### config.mk
export PLATFORM = sky130hd
export DESIGN_NAME = dmem_responder_flat
export DESIGN_NICKNAME = d
export VERILOG_FILES = /design/src/rtl/dmem_responder_if.sv /design/src/rtl/dmem_responder.sv /design/src/flat_wrapper.sv
export SDC_FILE = /design/constraint.sdc
export NUM_CORES = 2
export LEC_CHECK = 0
export BUFFER_PORTS_ARGS = -buffer_cell sky130_fd_sc_hd__buf_2
export CAP_MARGIN = 20
export CORE_UTILIZATION = 35
export DETAILED_ROUTE_END_ITERATION = 7
export SLEW_MARGIN = 20
export SYNTH_ARGS = -nofsm -noshare
export SYNTH_HDL_FRONTEND = slang
export SYNTH_SLANG_ARGS = --single-unit
### constraint.sdc
create_clock -name clk -period 5.1 [get_ports clk]
set_input_delay 0.765 -clock clk [delete_from_list [all_inputs] [get_ports clk]]
set_output_delay 0.765 -clock clk [all_outputs]
set_load 0.01 [all_outputs]
### src/rtl/dmem_responder_if.sv
// Request/response bundle between a load/store unit and the data-memory responder.
interface dmem_responder_if;
   logic        enable;
   logic        wr;
   logic [15:0] addr;
   logic [15:0] data_in;
   logic [15:0] data_out;
   logic        data_valid;
   logic        busy;
   logic        misalign;

   modport master (
      output enable, wr, addr, data_in,
      input  data_out, data_valid, busy, misalign
   );

   modport slave (
      input  enable, wr, addr, data_in,
      output data_out, data_valid, busy, misalign
   );
endinterface

### src/rtl/dmem_responder.sv
// Fixed-latency 16-bit data memory: one request in flight, completes LATENCY cycles
// after acceptance with a one-cycle data_valid pulse.
module dmem_responder #(
   parameter int unsigned LATENCY    = 4,
   parameter int unsigned DEPTH_LOG2 = 8
) (
   input logic             clk,
   input logic             rst_n,
   dmem_responder_if.slave mem_io
);

   localparam int unsigned Words   = 2 ** DEPTH_LOG2;
   localparam logic [3:0]  CntLoad = 4'(LATENCY - 1);

   typedef enum logic [1:0] {StIdle, StWait, StDone} state_e;

   state_e                state_q, state_d;
   logic [3:0]            cnt_q, cnt_d;
   logic [DEPTH_LOG2-1:0] idx_q, idx_d;
   logic                  wr_q, wr_d;
   logic                  addr0_q, addr0_d;
   logic [15:0]           wdata_q, wdata_d;
   logic [15:0]           dout_q, dout_d;
   logic                  misalign_q, misalign_d;

   logic [15:0]           mem [Words];
   logic                  accept;
   logic                  finish;

   // A new request may be taken in IDLE or in the DONE cycle, never while waiting.
   assign accept = mem_io.enable && (state_q != StWait);
   assign finish = (state_q == StWait) && (cnt_q == 4'd1);

   // Address bits above the word index do not select storage.
   if (DEPTH_LOG2 < 15) begin : g_unused_addr
      logic unused_addr_hi;
      assign unused_addr_hi = ^mem_io.addr[15:DEPTH_LOG2+1];
   end

   // Next-state, capture and completion logic.
   always_comb begin
      state_d    = state_q;
      cnt_d      = cnt_q;
      idx_d      = idx_q;
      wr_d       = wr_q;
      addr0_d    = addr0_q;
      wdata_d    = wdata_q;
      dout_d     = dout_q;
      misalign_d = 1'b0;
      unique case (state_q)
         StIdle, StDone: begin
            if (accept) begin
               state_d = StWait;
               cnt_d   = CntLoad;
               idx_d   = mem_io.addr[DEPTH_LOG2:1];
               wr_d    = mem_io.wr;
               addr0_d = mem_io.addr[0];
               wdata_d = mem_io.data_in;
            end else begin
               state_d = StIdle;
            end
         end
         StWait: begin
            cnt_d = cnt_q - 4'd1;
            if (cnt_q == 4'd1) begin
               state_d    = StDone;
               misalign_d = addr0_q;
               if (!wr_q) begin
                  dout_d = mem[idx_q];
               end
            end
         end
         default: state_d = StIdle;
      endcase
   end

   // Control and output registers; reset aborts any request in flight.
   always_ff @(posedge clk or negedge rst_n) begin
      if (!rst_n) begin
         state_q    <= StIdle;
         cnt_q      <= 4'd0;
         idx_q      <= '0;
         wr_q       <= 1'b0;
         addr0_q    <= 1'b0;
         wdata_q    <= 16'h0000;
         dout_q     <= 16'h0000;
         misalign_q <= 1'b0;
      end else begin
         state_q    <= state_d;
         cnt_q      <= cnt_d;
         idx_q      <= idx_d;
         wr_q       <= wr_d;
         addr0_q    <= addr0_d;
         wdata_q    <= wdata_d;
         dout_q     <= dout_d;
         misalign_q <= misalign_d;
      end
   end

   // Word array, written on the edge entering DONE; contents survive reset.
   always_ff @(posedge clk) begin
      if (finish && wr_q) begin
         mem[idx_q] <= wdata_q;
      end
   end

   assign mem_io.busy       = (state_q == StWait);
   assign mem_io.data_valid = (state_q == StDone);
   assign mem_io.misalign   = misalign_q;
   assign mem_io.data_out   = dout_q;

endmodule

### src/flat_wrapper.sv
// flat-port wrapper written by rule: the top's interface ports become plain ports
module dmem_responder_flat 
#(
   parameter int unsigned LATENCY    = 4,
   parameter int unsigned DEPTH_LOG2 = 8
)
  (clk, rst_n, mem_io_enable, mem_io_wr, mem_io_addr, mem_io_data_in, mem_io_data_out, mem_io_data_valid, mem_io_busy, mem_io_misalign);
  dmem_responder_if mem_io_i ();
  input logic clk;
  input logic rst_n;
  input wire logic [$bits(mem_io_i.enable)-1:0] mem_io_enable;
  input wire logic [$bits(mem_io_i.wr)-1:0] mem_io_wr;
  input wire logic [$bits(mem_io_i.addr)-1:0] mem_io_addr;
  input wire logic [$bits(mem_io_i.data_in)-1:0] mem_io_data_in;
  output wire logic [$bits(mem_io_i.data_out)-1:0] mem_io_data_out;
  output wire logic [$bits(mem_io_i.data_valid)-1:0] mem_io_data_valid;
  output wire logic [$bits(mem_io_i.busy)-1:0] mem_io_busy;
  output wire logic [$bits(mem_io_i.misalign)-1:0] mem_io_misalign;
  assign mem_io_i.enable = mem_io_enable;
  assign mem_io_i.wr = mem_io_wr;
  assign mem_io_i.addr = mem_io_addr;
  assign mem_io_i.data_in = mem_io_data_in;
  assign mem_io_data_out = mem_io_i.data_out;
  assign mem_io_data_valid = mem_io_i.data_valid;
  assign mem_io_busy = mem_io_i.busy;
  assign mem_io_misalign = mem_io_i.misalign;
  dmem_responder #(.LATENCY(LATENCY), .DEPTH_LOG2(DEPTH_LOG2)) u_core (.clk(clk), .rst_n(rst_n), .mem_io(mem_io_i));
endmodule
==> out/qor.yml <==
clock.fmax_ghz: 0.237
ant_nets: 0
start_kind: "flip-flop"
final-seq-area_um2: 124000
synth_nets: 7251
fin_crit_ps: 4220
setup_tns_ps: 0
drt-pass1-iter-count: 5
cts_setup_buffers: 0
fin_crit_sh_pct: 82.8
io_buffers: 47
vias_per_cell: 5.61
cts.sinks: 4145
critPathTopFamily: "simple AND/OR/NAND/NOR gates"
finalHoldViolCount: 0
hp-class: "in -> reg"
fin_ws_ps: 879
cts_buffers: 417
synthFlopType: "edfxtp_1"
preCtsSetupSlack_ps: 874
syn_inst: 7213
r2r_slack_ps: 880
htreeDepth: 5
cp.required_ps: 5730
max_cap_violations: 0
yosysMostFrequentCell: "edfxtp_1"
vias: 79700
peakVddDrop_mv: 0.449
synth_compound_area_share_pct: 2.32
root_buffer: "clkbuf_16"
synth_top_area_share_pct: 77.0
finClkSkew_ps: 92.4
total_power_mw: 107
syn_area_um2: 160000
antenna_found_initial: 29
path_buf_inv: 3
synth_warnings: 0
clock_path_buffers: 4
drive_gt1_share_pct: 29.5
ios: 55
initial_core_util_pct: 35.2
synthMuxAreaShare_pct: 16.1
grt_usage_pct: 19.0
outcome: "finished clean"
cp-end-kind: "flip-flop"
die_area_um2: 459000
fin_nets: 7894
grt_pass1_vias: 79100
avgSynthCellArea_um2: 22.2
area_growth_pct: 15.3
routedWlPerCell_um: 31.6
arrival_ps: 4850
slew_headroom_pct: 17.1
cp_cell_sequence: "inv_1 -> ha_1 -> or3b_1 -> nor2_1 -> and2_1 -> nand2_1 -> nor2_1 -> nand2_2 -> buf_4 -> nor2_2 -> buf_4"
ys_types: 73
rsz0062_at_grt: "false"
drc: 0
cts.clk_slew.worst_paths_ps: 60
synthXorXnorAreaFrac_pct: 0
slowest_stage: "nand2_2"
synth_top_family_by_area: "multiplexers"
powerDensity_nw_per_um2: 583
cts_tree: "yes"
die_h_um: 678
ys_top_cells_by_area: "edfxtp_1, mux4_2, mux2i_1"
ys_seq_elements: 4145
netlist.top_cell.by_area: "edfxtp_1"
grt_max_degree: 201
place.gp.congestion: 0.880
rows: 247
hpwl_mm: 275
overflow: 0
drtIter0Drc: 10700
power_leakage_nw: 57.5
nFillCells: 39100
synthSimpleGateAreaFrac_pct: 2.17
worst-slew-pin-transition_ps: 1240
ys_seq_area_share_pct: 77.7
critPathKind: "reg -> reg"
synth-adder-area-share_pct: 0.0157
core_area_um2: 453000
synthArstFlopShare_pct: 1.18
crit_fanout: 16
cpPeakStageDelay_ps: 740
cts_resized: 0
synthTopCellsByCount: "edfxtp_1, mux4_2, nand2_1, nor2_1, mux2i_1"
synth-edff-count: 4096
grt_pass1_wl_mm: 623
clk_latency_ps: 1000
die_w_um: 678
multiInputGateArea_um2: 33300
drt-total-wl_mm: 448
setup_viol: 0
slew_viol_final: 0
[placed cells by master, fill, tap and decap left out, types with 58 or more instances in the layout]
master	instances
edfxtp_1	4096
buf_12	69
mux2i_1	259
mux4_2	985
clkinv_1	92
clkbuf_16	423
nand3_1	58
mux2_2	60
nor2_1	197
clkinv_2	64
nor2_2	98
a32oi_1	80
nand2_1	301
clkbuf_1	100
a22oi_1	88
buf_4	506
a21oi_1	91
[where the power goes]
part	switching [mW]	internal (mW)
registers	1.79	42.9
logic	21.3	11.6
clock network	13.0	16.9
total	36.1	71.4
[cell type report]
cell class / instances / share of cell area (%)
diodes: 10 / 0.0136
clock buffers: 533 / 6.03
clock inverters: 233 / 1.19
inverters: 7 / 0.0217
multi-input cells: 2641 / 18.1
flip-flops and latches: 4145 / 67.5
well taps: 5976 / 4.06
repair buffers: 644 / 3.09
[worst register-to-register path, delay by kind of cell, from the launching register on]
kind	cells	cell delay, ps
and+or+nand+nor	7	2440
buffers and inverters	3	880
DFF	1	390
adders and majority gates	1	140
[through the flow]
stage / instances / util (%) / instance area (µm²) / hold WS, ps
finish: 14200 / 40.6 / 184000 / 101
global route: 14200 / 40.6 / 184000 / 74.3
CTS: 14200 / 40.6 / 184000 / 55.5
detailed placement: 13400 / 37.6 / 171000 / 473
global placement: 13400 / 37.6 / 171000 / 471
floorplan: 7213 / - / 160000 / 447
[state kept, by name, summed over array words and instances, names as in the netlist]
| signal | count |
|---|---|
| u_core.mem | 4096 |
| u_core.wr_q | 1 |
| u_core.addr0_q | 1 |
| u_core.state_q | 2 |
| u_core.cnt_q | 4 |
| u_core.mem_io.data_out | 16 |
| u_core.idx_q | 8 |
| u_core.mem_io.misalign | 1 |
| u_core.wdata_q | 16 |
[timing repair]
action	4_1_cts	5_1_grt
setup endpoints to repair	0	0
hold endpoints to repair	42	0
hold buffers	19	0
[cells by family (layout without fill, tap and decap cells)]
group,count (synthesis),in the layout
and+or+nand+nor,810,810
adders and majority gates,2,2
DFF,4145,4145
buffers and inverters,427,1417
other,0,10
AOI/OAI and AO/OA,516,516
muxes,1313,1313
[final timing paths]
path                                             start                               end  cells past startpoint
setup / recovery           u_core.cnt_q[1]$_DFFE_PN0P_      u_core.mem[215][0]$_DFFE_PP_                     11
min in group asynchronous                        rst_n     u_core.wdata_q[7]$_DFFE_PN0N_                      2
max in group asynchronous                        rst_n       u_core.idx_q[1]$_DFFE_PN0N_                      3
setup reg to reg           u_core.cnt_q[1]$_DFFE_PN0P_      u_core.mem[215][0]$_DFFE_PP_                     11
hold / removal                          mem_io_addr[4]       u_core.idx_q[3]$_DFFE_PN0N_                      2
hold reg to reg             u_core.addr0_q$_DFFE_PN0N_  u_core.mem_io.misalign$_DFF_PN0_                      1
[layer usage]
| metal | global-route usage, % | vias to the layer above | part of all wire (%) |
|---|---|---|---|
| met5 | 0 | - | 0.042 |
| li1 | - | 31800 | - |
| met4 | 6.89 | 4 | 4.1 |
| met3 | 3.33 | 704 | 8.7 |
| met1 | 26.2 | 43000 | 40 |
| met2 | 30.4 | 4123 | 47 |
(Power assumes the default switching activity.)
